[src/rtl/core_pkg.sv]
// rtl/core_pkg.sv - shared core types: comparator codes, branch FSM state, watchdog limit
package core_pkg;

   // Comparator operation selector, encoded like the RV32 branch funct3 field
   typedef enum logic [2:0] {
      FUNC_EQ  = 3'd0,
      FUNC_NE  = 3'd1,
      FUNC_LT  = 3'd4,
      FUNC_GE  = 3'd5,
      FUNC_LTU = 3'd6,
      FUNC_GEU = 3'd7
   } comparator_func_code;

   // Branch resolver FSM states
   typedef enum logic [1:0] {
      ST_IDLE     = 2'd0,
      ST_COMPARE  = 2'd1,
      ST_REDIRECT = 2'd2
   } branch_state_t;

   // Consecutive COMPARE cycles without a comparator response before giving up
   localparam int WATCHDOG_LIMIT = 4;

   // Return address offset for JAL/JALR link values
   localparam logic [31:0] LINK_OFFSET = 32'd4;

endpackage

[src/rtl/branch_target_calc.sv]
// rtl/branch_target_calc.sv - combinational branch/jump target and link address adder
module branch_target_calc
   import core_pkg::*;
(
   input  logic [31:0] pc,
   input  logic [31:0] imm,
   input  logic [31:0] rs1,
   input  logic        jalr,
   output logic [31:0] target,
   output logic [31:0] link
);

   logic [31:0] base;
   logic [31:0] raw_sum;

   // JALR adds to rs1 and clears bit 0; branches and JAL add to the PC; all sums wrap
   always_comb begin
      base    = jalr ? rs1 : pc;
      raw_sum = base + imm;
      target  = jalr ? {raw_sum[31:1], 1'b0} : raw_sum;
      link    = pc + LINK_OFFSET;
   end

endmodule

[src/rtl/branch_resolver.sv]
// rtl/branch_resolver.sv - branch/jump resolution FSM with comparator and fetch redirect handshakes (option: BRANCH_MISALIGN_CHECK_EN)
module branch_resolver
   import core_pkg::*;
(
   input  logic                clk,
   input  logic                reset,
   input  logic                br_valid_ip,
   output logic                br_ready_op,
   input  comparator_func_code br_func_ip,
   input  logic                br_jump_ip,
   input  logic                br_jalr_ip,
   input  logic [31:0]         br_pc_ip,
   input  logic [31:0]         br_imm_ip,
   input  logic [31:0]         br_rs1_ip,
   input  logic [31:0]         br_rs2_ip,
   output logic                comp_enable_op,
   output comparator_func_code comp_func_op,
   output logic [31:0]         comp_operand_a_op,
   output logic [31:0]         comp_operand_b_op,
   input  logic                comp_result_ip,
   input  logic                comp_valid_ip,
   output logic                redirect_valid_op,
   output logic [31:0]         redirect_pc_op,
   input  logic                redirect_ready_ip,
   output logic                flush_op,
   output logic                link_valid_op,
   output logic [31:0]         link_data_op,
   output logic                illegal_op,
   output logic                misalign_op
);

   branch_state_t       state;
   branch_state_t       state_next;
   logic [1:0]          watchdog;
   logic                redirect_first;

   comparator_func_code r_func;
   logic                r_jump;
   logic                r_jalr;
   logic [31:0]         r_pc;
   logic [31:0]         r_imm;
   logic [31:0]         r_rs1;
   logic [31:0]         r_rs2;

   logic [31:0]         target;
   logic [31:0]         link;
   logic                accept;
   logic                is_jump;
   logic                wd_expire;
   logic                misaligned;

   branch_target_calc u_target_calc (
      .pc     (r_pc),
      .imm    (r_imm),
      .rs1    (r_rs1),
      .jalr   (r_jalr),
      .target (target),
      .link   (link)
   );

   assign br_ready_op = (state == ST_IDLE) && reset;
   assign accept      = br_valid_ip && br_ready_op;
   assign is_jump     = r_jump || r_jalr;
   assign wd_expire   = (watchdog == 2'(WATCHDOG_LIMIT - 1));

`ifdef BRANCH_MISALIGN_CHECK_EN
   assign misaligned = target[1];
`else
   assign misaligned = 1'b0;
`endif

   // State register, watchdog and first-redirect-cycle marker
   always_ff @(posedge clk) begin
      if (!reset) begin
         state          <= ST_IDLE;
         watchdog       <= 2'd0;
         redirect_first <= 1'b0;
      end else begin
         state          <= state_next;
         redirect_first <= (state != ST_REDIRECT) && (state_next == ST_REDIRECT);
         if ((state == ST_COMPARE) && !comp_valid_ip && !wd_expire) begin
            watchdog <= watchdog + 2'd1;
         end else begin
            watchdog <= 2'd0;
         end
      end
   end

   // Capture the request fields on the accepting handshake
   always_ff @(posedge clk) begin
      if (!reset) begin
         r_func <= FUNC_EQ;
         r_jump <= 1'b0;
         r_jalr <= 1'b0;
         r_pc   <= 32'd0;
         r_imm  <= 32'd0;
         r_rs1  <= 32'd0;
         r_rs2  <= 32'd0;
      end else if (accept) begin
         r_func <= br_func_ip;
         r_jump <= br_jump_ip;
         r_jalr <= br_jalr_ip;
         r_pc   <= br_pc_ip;
         r_imm  <= br_imm_ip;
         r_rs1  <= br_rs1_ip;
         r_rs2  <= br_rs2_ip;
      end
   end

   // Next-state selection
   always_comb begin
      state_next = state;
      case (state)
         ST_IDLE: begin
            if (accept) begin
               state_next = (br_jump_ip || br_jalr_ip) ? ST_REDIRECT : ST_COMPARE;
            end
         end
         ST_COMPARE: begin
            if (comp_valid_ip) begin
               state_next = comp_result_ip ? ST_REDIRECT : ST_IDLE;
            end else if (wd_expire) begin
               state_next = ST_IDLE;
            end
         end
         ST_REDIRECT: begin
            if (misaligned || redirect_ready_ip) begin
               state_next = ST_IDLE;
            end
         end
         default: state_next = ST_IDLE;
      endcase
   end

   // Outputs decoded from the current state; everything idles at zero
   always_comb begin
      comp_enable_op    = 1'b0;
      comp_func_op      = FUNC_EQ;
      comp_operand_a_op = 32'd0;
      comp_operand_b_op = 32'd0;
      redirect_valid_op = 1'b0;
      redirect_pc_op    = 32'd0;
      flush_op          = 1'b0;
      link_valid_op     = 1'b0;
      link_data_op      = 32'd0;
      illegal_op        = 1'b0;
      misalign_op       = 1'b0;
      case (state)
         ST_COMPARE: begin
            comp_enable_op    = 1'b1;
            comp_func_op      = r_func;
            comp_operand_a_op = r_rs1;
            comp_operand_b_op = r_rs2;
            illegal_op        = !comp_valid_ip && wd_expire;
         end
         ST_REDIRECT: begin
            if (misaligned) begin
               misalign_op = 1'b1;
            end else begin
               redirect_valid_op = 1'b1;
               redirect_pc_op    = target;
               flush_op          = redirect_first;
               if (redirect_ready_ip && is_jump) begin
                  link_valid_op = 1'b1;
                  link_data_op  = link;
               end
            end
         end
         default: ;
      endcase
   end

endmodule

[config.mk]
export PLATFORM = sky130hd
export DESIGN_NAME = branch_resolver
export DESIGN_NICKNAME = d
export VERILOG_FILES = /design/src/rtl/core_pkg.sv /design/src/rtl/branch_target_calc.sv /design/src/rtl/branch_resolver.sv
export SDC_FILE = /design/constraint.sdc
export NUM_CORES = 1
export LEC_CHECK = 0
export CORE_MARGIN = 3
export CORE_UTILIZATION = 52
export CTS_BUF_LIST = sky130_fd_sc_hd__clkbuf_8
export DETAILED_ROUTE_END_ITERATION = 10
export GPL_TIMING_DRIVEN = 0
export HOLD_SLACK_MARGIN = 0.1
export PLACE_DENSITY_LB_ADDON = 0.08
export SYNTH_ARGS = -nofsm -noshare
export SYNTH_HDL_FRONTEND = slang
export SYNTH_SLANG_ARGS = --single-unit
[constraint.sdc]
create_clock -name clk -period 5.9 [get_ports clk]
set_input_delay 0.59 -clock clk [delete_from_list [all_inputs] [get_ports clk]]
set_output_delay 0.59 -clock clk [all_outputs]
set_load 0.01 [all_outputs]
==> metrics.yaml <==
status: "completed"
fin_crit_sh_pct: 91.9
clkPwrFrac_pct: 36.2
cts_tree: "done"
worstSetupPathType: "reg2out"
report.final.slew_viol_count: 0
pwr-share-seq_pct: 42.9
switching_share_pct: 28.6
std_cell_rows: 46
cts_resized: 0
synth_ff_type: "dfxtp_1"
power.internal_w: 0.00174
synth_simple_gate_area_share_pct: 29.3
wire_per_inst_um: 17.0
synth-xor-area-share_pct: 3.28
synthTopCellsByCount: "nand2_1, dfxtp_1, a21boi_0"
p_total_w: 0.00243
async_flop_share_pct: 0
antenna_found_initial: 1
ctsHtreeMaxLevel: 4
relSlewSlack_pct: 52.3
post-route-drc-count: 0
gp_congestion: 0.944
dieArea_um2: 18000
crit_required_ns: 5.31
hold_buffers: 0
routed_wl_um: 28300
end_kind: "output port"
ys_warn_count: 0
drive_gt1_share_pct: 5.12
cts_buffer_depth: 2
synth_top_family_by_area: "simple AND/OR/NAND/NOR gates"
synthToLayoutAreaGrowth_pct: 40.6
post-synth-top-count-cell: "nand2_1"
grt_pass1_wl_um: 43600
grt_usage_pct: 30.6
clock.fmax_mhz: 184
p_leak_nw: 4.54
worstPathCellList: "clkbuf_1 > clkbuf_1 > mux2i_1 > inv_1 > ha_1 > a211oi_1 > o21ai_1 > nand4_1 > a311oi_1 > o31ai_1 > o41ai_1 > clkdlybuf4s50_1"
initial_utilization_pct: 53.4
met1_usage_pct: 37.7
clock-sinks: 138
arrival_ns: 4.83
netlist_area_um2: 8540
cpPeakStageDelay_ns: 0.61
worst_slew_pin_slew_ns: 0.716
synth_fa_ha_area_share_pct: 5.07
path_clk_slew_ns: 0.08
synth_edf_count: 0
synth-compound-area-share_pct: 21.6
rsz0062_at_grt: "no"
ys_types: 61
root_buffer: "clkbuf_8"
clock_skew_ns: 0.00902
pin_count: 277
top_usage_layer: "met2"
drtPass1Iterations: 5
overflow: 0
avgSynthCellArea_um2: 7.49
start_kind: "flop"
nFillCells: 1335
synth_fp_nets: 1313
cp_top_family: "buffers and inverters"
cts-buffers-inserted: 17
post-route-min-period_ns: 5.42
num_vias: 9108
finalSetupViolations: 0
postCtsSetupBuffers: 0
die_w_um: 134
setup_tns_ns: 0
path_common_cell: "clkbuf_1"
met3_usage_pct: 7.73
use_met2_pct: 52.4
synth_mux_area_share_pct: 4.51
p_sw_w: 0.000697
vdd_drop_max_uv: 176
synthTopCellsByArea: "dfxtp_1, nand2_1, a21boi_0"
avgViaCountPerCell: 5.48
grt_pass1_vias: 8604
nets: 1606
io_buffers: 274
yosysTopAreaCellShare_pct: 32.3
ys_seq_area_share_pct: 32.3
post-synth-top-area-cell: "dfxtp_1"
core_area_um2: 16000
pwr-share-comb_pct: 20.9
cap_violations: 0
worstSkewPairLatency_ns: 0.45
ys_ff_latch: 138
postSynthCellCount: 1140
hpwl_um: 22700
cp_slowest_cell: "clkbuf_1"
power.density_nw_per_um2: 203
hold_viol: 0
grt_max_degree: 17
dr.first_iter.drc_count: 598
die_h_um: 134
worstPathMaxFanout: 10
hp-class: "reg2reg"
ant_nets: 0
crit_buf_inv: 4
## cell families after synthesis
kind of cell | count (synthesis)
AOI/OAI and AO/OA | 270
xor gates and xnor gates | 32
adders and majority gates | 34
buffers and inverters | 84
DFF | 138
muxes | 35
other | 1
and+or+nand+nor | 546
## through the flow
step | cell area, um^2 | std cells | utilization [%] | setup WS (ns) | hold WS, ns
global route | 12000 | 1663 | 75.1 | 0.213 | 0.452
detailed placement | 11600 | 1630 | 72.2 | 1.03 | 0.423
global placement | 11600 | 1630 | 72.2 | 1.02 | 0.408
finish | 12000 | 1663 | 75.1 | 0.477 | 0.436
CTS | 12000 | 1662 | 75.1 | 0.494 | 0.438
floorplan | 8540 | 1140 | - | 2.24 | 0.396
## final timing paths
kind | from | endpoint | slack [ns] | cells after the start
min reg2reg | watchdog[0] | watchdog[0] | 0.44 | 1
max reg2reg | state[1] | r_rs1[13] | 3.38 | 7
min | watchdog[0] | watchdog[0] | 0.44 | 1
max | r_jalr | redirect_pc_op[29] | 0.48 | 12
## worst reg2reg max path, cell delays in order (launching register included)
cell	delay, ns
dfxtp_1	0.37
nor2_1	0.15
and2_1	0.16
clkbuf_1	0.47
clkbuf_1	0.60
clkbuf_1	0.45
nand2_1	0.10
a21boi_0	0.16
## registers in the layout, indices dropped and copies added, names as in the netlist, 2 cells and up
name	count
r_rs1	32
watchdog	2
r_pc	32
r_rs2	32
state	2
r_imm	32
r_func	3
## area by class of cell
| type | count | area (um^2) | share of cell area, % |
|---|---|---|---|
| multi-input combinational | 918 | 5450 | 45.4 |
| sequential | 138 | 2760 | 23.0 |
| timing repair buffer | 274 | 2740 | 22.8 |
| buffer | 72 | 287 | 2.38 |
| tap | 216 | 270 | 2.25 |
| clock buffer | 17 | 234 | 1.95 |
| clock inverter | 15 | 223 | 1.85 |
| inverter | 12 | 45.0 | 0.375 |
| antenna | 1 | 2.50 | 0.0208 |
## cell usage in the layout, fill, tap and decap left out, drive strengths merged, types with 4 or more instances in the layout
cell type	instances
o21ai	32
nor3b	4
nand3	26
clkbuf	82
nand4	13
inv	14
o211ai	4
nor2	56
a31oi	7
and2	76
xnor2	10
and3	9
or3	9
bufinv	5
a21o	9
a21boi	137
clkinv	5
nand2	311
o21a	11
nor2b	6
nand2b	9
mux2	28
dfxtp	138
buf	7
ha	33
nor3	19
a21oi	47
mux2i	7
a211oi	4
xor2	22
clkdlybuf4s50	274
## per-layer routing
metal  wire [um]  up-vias
met4         729        0
met2       13800      341
met3        2190       44
met1       11600     4265
li1            -     4458
met5           0        -
## power groups by stage
stage	Clock [W]	Combinational [W]	Sequential (W)
floorplan	0	0.000286	0.00105
global placement	0	0.000494	0.00106
detailed placement	0	0.000501	0.00106
CTS	0.000890	0.000505	0.00104
global route	0.000930	0.000557	0.00105
finish	0.000882	0.000508	0.00104
Power figures use the tool's default switching activity.
